$ cat src/rtl/obi_arb_pkg.sv
// Shared types for the two-master OBI data-port arbiter: master IDs and
// the arbitration mode encoding.
package obi_arb_pkg;

  typedef logic [0:0] master_id_t;

  localparam master_id_t MID_CORE = 1'b0;
  localparam master_id_t MID_DBG  = 1'b1;

  typedef enum logic {
    PRIO_RR        = 1'b0,
    PRIO_DBG_FIXED = 1'b1
  } prio_mode_e;

  // The other master of the pair; used for the round-robin hand-off.
  function automatic master_id_t other_master(input master_id_t mid);
    return ~mid;
  endfunction

endpackage

$ cat src/rtl/obi_arb_id_fifo.sv
// Small in-order FIFO that remembers which master owns each granted,
// not-yet-answered transaction.
module obi_arb_id_fifo
  import obi_arb_pkg::*;
#(
  parameter int DEPTH = 2,
  localparam int PW   = (DEPTH > 1) ? $clog2(DEPTH) : 1,
  localparam int CW   = $clog2(DEPTH + 1)
) (
  input  logic          clk_i,
  input  logic          rst_i,
  input  logic          push_i,
  input  master_id_t    push_id_i,
  input  logic          pop_i,
  output master_id_t    head_o,
  output logic          full_o,
  output logic          empty_o,
  output logic [CW-1:0] count_o
);

  master_id_t    mem [DEPTH];
  logic [PW-1:0] wr_ptr_reg;
  logic [PW-1:0] rd_ptr_reg;
  logic [CW-1:0] count_reg;
  logic          do_push;
  logic          do_pop;

  function automatic logic [PW-1:0] ptr_inc(input logic [PW-1:0] ptr);
    if (ptr == PW'(DEPTH - 1)) begin
      return '0;
    end
    return ptr + PW'(1);
  endfunction

  assign full_o  = (count_reg == CW'(DEPTH));
  assign empty_o = (count_reg == '0);
  assign count_o = count_reg;
  assign head_o  = mem[rd_ptr_reg];

  // Full/empty guards keep the pointers consistent even if a caller misbehaves.
  assign do_push = push_i & ~full_o;
  assign do_pop  = pop_i & ~empty_o;

  always_ff @(posedge clk_i) begin
    if (do_push) begin
      mem[wr_ptr_reg] <= push_id_i;
    end
  end

  always_ff @(posedge clk_i or posedge rst_i) begin
    if (rst_i) begin
      wr_ptr_reg <= '0;
      rd_ptr_reg <= '0;
      count_reg  <= '0;
    end else begin
      if (do_push) begin
        wr_ptr_reg <= ptr_inc(wr_ptr_reg);
      end
      if (do_pop) begin
        rd_ptr_reg <= ptr_inc(rd_ptr_reg);
      end
      case ({do_push, do_pop})
        2'b10:   count_reg <= count_reg + CW'(1);
        2'b01:   count_reg <= count_reg - CW'(1);
        default: count_reg <= count_reg;
      endcase
    end
  end

endmodule

$ cat src/rtl/obi_data_arbiter.sv
// Two-master OBI arbiter in front of a single in-order slave port; grants
// pass straight through and responses are steered by the ID FIFO head.
module obi_data_arbiter
  import obi_arb_pkg::*;
#(
  parameter int ADDR_WIDTH      = 32,
  parameter int DATA_WIDTH      = 32,
  parameter int MAX_OUTSTANDING = 2,
  parameter int PRIO_MODE       = 0,
  localparam int BE_W           = DATA_WIDTH / 8,
  localparam int CNTW           = $clog2(MAX_OUTSTANDING + 1)
) (
  input  logic                       clk_i,
  input  logic                       rst_i,
  input  logic [1:0]                 m_req_i,
  input  logic [1:0]                 m_we_i,
  input  logic [1:0][BE_W-1:0]       m_be_i,
  input  logic [1:0][ADDR_WIDTH-1:0] m_addr_i,
  input  logic [1:0][DATA_WIDTH-1:0] m_wdata_i,
  output logic [1:0]                 m_gnt_o,
  output logic [1:0]                 m_rvalid_o,
  output logic [DATA_WIDTH-1:0]      m_rdata_o,
  output logic                       s_req_o,
  output logic                       s_we_o,
  output logic [BE_W-1:0]            s_be_o,
  output logic [ADDR_WIDTH-1:0]      s_addr_o,
  output logic [DATA_WIDTH-1:0]      s_wdata_o,
  input  logic                       s_gnt_i,
  input  logic                       s_rvalid_i,
  input  logic [DATA_WIDTH-1:0]      s_rdata_i,
  output logic [CNTW-1:0]            outstanding_o,
  output logic                       proto_err_o
);

  localparam bit FIXED_PRIO = (PRIO_MODE == int'(PRIO_DBG_FIXED));

  master_id_t sel;
  master_id_t rr_ptr_reg;
  master_id_t fifo_head;
  logic       fifo_full;
  logic       fifo_empty;
  logic       any_req;
  logic       handshake;
  logic       resp_pop;
  logic       proto_err_reg;

  assign any_req = |m_req_i;

  // rr_ptr_reg names the master that wins the next tie.
  always_comb begin
    sel = MID_CORE;
    case (m_req_i)
      2'b01:   sel = MID_CORE;
      2'b10:   sel = MID_DBG;
      2'b11:   sel = FIXED_PRIO ? MID_DBG : rr_ptr_reg;
      default: sel = MID_CORE;
    endcase
  end

  // Registered full flag gates the request, so a pop never frees a slot
  // in the same cycle. Reset is folded in to keep req quiet while held.
  assign s_req_o   = any_req & ~fifo_full & ~rst_i;
  assign handshake = s_req_o & s_gnt_i;
  assign resp_pop  = s_rvalid_i & ~fifo_empty;

  always_comb begin
    s_we_o    = 1'b0;
    s_be_o    = '0;
    s_addr_o  = '0;
    s_wdata_o = '0;
    if (any_req) begin
      s_we_o    = m_we_i[sel];
      s_be_o    = m_be_i[sel];
      s_addr_o  = m_addr_i[sel];
      s_wdata_o = m_wdata_i[sel];
    end
  end

  always_comb begin
    m_gnt_o      = '0;
    m_gnt_o[sel] = handshake;
  end

  always_comb begin
    m_rvalid_o            = '0;
    m_rvalid_o[fifo_head] = resp_pop;
  end

  assign m_rdata_o   = s_rdata_i;
  assign proto_err_o = proto_err_reg;

  always_ff @(posedge clk_i or posedge rst_i) begin
    if (rst_i) begin
      rr_ptr_reg <= MID_CORE;
    end else if (handshake && !FIXED_PRIO) begin
      rr_ptr_reg <= other_master(sel);
    end
  end

  // A response with nothing outstanding means the slave and arbiter have
  // lost sync (e.g. answers to grants issued before a reset).
  always_ff @(posedge clk_i or posedge rst_i) begin
    if (rst_i) begin
      proto_err_reg <= 1'b0;
    end else if (s_rvalid_i && fifo_empty) begin
      proto_err_reg <= 1'b1;
    end
  end

  obi_arb_id_fifo #(
    .DEPTH (MAX_OUTSTANDING)
  ) u_id_fifo (
    .clk_i     (clk_i),
    .rst_i     (rst_i),
    .push_i    (handshake),
    .push_id_i (sel),
    .pop_i     (resp_pop),
    .head_o    (fifo_head),
    .full_o    (fifo_full),
    .empty_o   (fifo_empty),
    .count_o   (outstanding_o)
  );

endmodule

$ cat config.mk
export PLATFORM = sky130hd
export DESIGN_NAME = obi_data_arbiter
export DESIGN_NICKNAME = d
export VERILOG_FILES = /design/src/rtl/obi_arb_pkg.sv /design/src/rtl/obi_arb_id_fifo.sv /design/src/rtl/obi_data_arbiter.sv
export SDC_FILE = /design/constraint.sdc
export NUM_CORES = 1
export LEC_CHECK = 0
export BUFFER_PORTS_ARGS = -buffer_cell sky130_fd_sc_hd__clkbuf_2
export CAP_MARGIN = 20
export CORE_AREA = 10 10 102 104
export DETAILED_ROUTE_END_ITERATION = 16
export DIE_AREA = 0 0 112 114
export GPL_TIMING_DRIVEN = 0
export SETUP_SLACK_MARGIN = 0.4
export SYNTH_ARGS = -nofsm -noshare
export SYNTH_HDL_FRONTEND = slang
export SYNTH_HIERARCHICAL = 1
export SYNTH_SLANG_ARGS = --single-unit
$ cat constraint.sdc
create_clock -name clk_i -period 2.1 [get_ports clk_i]
set_input_delay 0.315 -clock clk_i [delete_from_list [all_inputs] [get_ports clk_i]]
set_output_delay 0.315 -clock clk_i [all_outputs]
set_load 0.005 [all_outputs]
==> metrics.txt <==
top cell type's share of synthesized area 0.395; dominant cells by area after synthesis a32o_1 40%, buf_4 15%, dfrtp_1 9.3%; cell row count 34; die area roughly 13000 sq um; Final Worst Setup Slack about 0.31 ns; DR vias 2525; CP top delay family buffers and inverters; Area growth, synth to finish 103%; Worst Path Buf+Inv 3; # diodes 0; cts bufs inserted 3; antenna violations before repair 0; Layout Utilization 0.389; CTS sink count 8; multiplexer share of the synthesized area 0.00695; Worst slew margin 0.711; Clk Tree Root Cell clkbuf_8; Required @ worst endpoint 1.78 ns; global-route track usage on met3 0.0609; largest fanout on the critical path 9; Fin Setup TNS 0 ns; Worst EP arrival 1.47 ns; Yosys cell types 30; Synth Area in XOR/XNOR 0.0270; Core Area 8470 sq um; nets 614; met1 usage in global routing 0.143; largest family of logic cells by synthesized area compound AO/OA/AOI/OAI gates; Post-Synth Simple-Gate Area 0.0710; DRT iter0 DRCs ~150; share of cells above drive strength 1 0.782; unrepaired setup endpoints after global routing yes; Lkg Pwr about 1.9 nW; Final Wtd Congestion between 0.7 and 0.8; commonest non-fill, non-tap cell in the layout clkbuf_2; commonest non-fill, non-tap cells in the layout 217 x clkbuf_2, 60 x a32o_1, 37 x buf_4; Mapped Avg Cell Area 9.76 sq um; FF+latch count, synth 8; cells along the critical path nand2b_4 > buf_12 > clkbuf_16 > a32o_1 > buf_2; routed wire length approximately 10000 um; DP Wirelength 8710 um; Die W 112 um; fin crit share 0.852; routed vias/inst ~4.6; Synth area leader a32o_1; Clock Pin Slew Worst Setup and Hold Paths ~0.040 ns; slowest CP cell dfrtp_1; drt first pass iters 4; Post-Syn Instances around 170; Slew Limit Fails 0; final setup fails 0; number of max-cap violations 0; DRT antenna net count 0; Final Cell Area 3300 sq um; gr usage total 0.139; final count of hold timing violations 0; Overflow after GRT 0; clock latency on the worst-skew pair 0.22 ns; H-Tree Level Count 1; FMAX 559 MHz; status completed; met2 GRT Util 0.261; synth warn 6; post-synthesis adder-cell area fraction 0.00772; crit end category output pin; worst hold path class in2async; pre-CTS setup slack between 0.2 and 0.25 ns; vias in the first global route 2836; Worst Max-Slew Pin Slew 0.433 ns; Synth Area in Compound Gates 0.453; Initial Utilization 0.191; IO buf count roughly 250; Avg WL per Cell ~18 um; delay of the slowest critical-path stage 0.40 ns; crit start category flip-flop; first-pass GRT wire length around 15000 um; sequential area share after synthesis 0.130; Ports 285; area of the mapped netlist 1620 sq um; placed inst area 3040 sq um; Worst Path Class, Setup reg2out; die extent in y around 110 um; Fin Clk Skew 0.00365 ns; Worst VDD drop between 0.4 and 0.5 mV; CTS Buffer Depth 2; GRT Max-Usage Layer met2; largest net degree at the start of global routing 11; # DRC 0; pwr dens 652 nW/um^2; min Tclk post-route around 1.8 ns; CTS tree yes; overall power consumption approximately 2.1 mW; post-synth net total 343
-- final cells by class --
cell class / instances / area [sq um]
clock buffer: 4 / 45.0
buffer: 55 / 490
fill: 870 / 5170
inverter: 5 / 18.8
tap: 108 / 135
multi-input combinational: 98 / 965
sequential: 8 / 213
timing repair buffer: 266 / 1430
-- stage by stage --
stage	hold WS (ns)	instances
final	0.0107	544
after global routing	0.0194	544
after CTS	0.00896	542
after detailed placement	0.221	525
after global placement	0.212	525
after floorplan	0.0562	166
-- synth_stat cells (all sizes together) --
| cell | count |
|---|---|
| a21boi | 1 |
| a21o | 1 |
| a21oi | 1 |
| a32o | 69 |
| and2 | 1 |
| and2b | 1 |
| and3 | 1 |
| and4bb | 1 |
| buf | 49 |
| clkbuf | 6 |
| dfrtp | 6 |
| edfxtp | 2 |
| ha | 1 |
| inv | 5 |
| mux2 | 1 |
| nand2 | 1 |
| nand2b | 2 |
| nor2 | 5 |
| nor2b | 3 |
| nor3 | 1 |
| nor3b | 1 |
| o22ai | 1 |
| or3b | 1 |
| xnor2 | 3 |
| xor2 | 2 |
-- worst paths after layout --
check,cells past startpoint,to,slack (ns),start
setup / recovery,5,s_addr_o[16],0.31,rr_ptr_reg
max in group asynchronous,3,rr_ptr_reg,1.45,rst_i
min in group clk_i,2,proto_err_o,0.32,s_rvalid_i
hold reg to reg,1,proto_err_o,0.46,proto_err_o
hold / removal,2,u_id_fifo/wr_ptr_reg,0.01,rst_i
setup reg to reg,9,u_id_fifo/count_o[1],0.38,u_id_fifo/count_o[1]
-- cells by family after synthesis --
group / Yosys count
compound gates: 73
xor+xnor: 5
fa+ha+maj: 1
buf+inv: 60
flops: 8
mux: 1
simple gates: 18
-- timing repair --
| item | 4_1_cts | 5_1_grt |
|---|---|---|
| setup endpoints to repair | 73 | 75 |
| buffers inserted | 7 | 1 |
| hold buffers | 1 | 0 |
| hold endpoints to repair | 2 | 0 |
| cloned | 5 | 1 |
| gates resized for setup | 17 | 44 |
| pin swaps | 9 | 19 |
-- power breakdown --
| part | switching (mW) | internal (mW) | leakage [nW] |
|---|---|---|---|
| registers | 0.0434 | 0.224 | 0.0840 |
| clock network | 0.0540 | 0.131 | 0.0228 |
| logic | 0.720 | 0.976 | 1.76 |
-- routing by layer --
layer,up-vias,part of all wire
li1,1207,-
met1,1150,0.36
met2,164,0.52
met3,4,0.11
met4,0,0.0033
met5,-,0
-- worst register-to-register path: cells and delay by family, from the launching register on --
kind	cells	cell delay, ns
adder cells (fa/ha/maj)	1	0.16
AND/OR/NAND/NOR	5	0.76
buffers and inverters	1	0.04
XOR/XNOR	2	0.26
flip-flops	1	0.41
No activity file was read; power rests on OpenSTA's default activity.
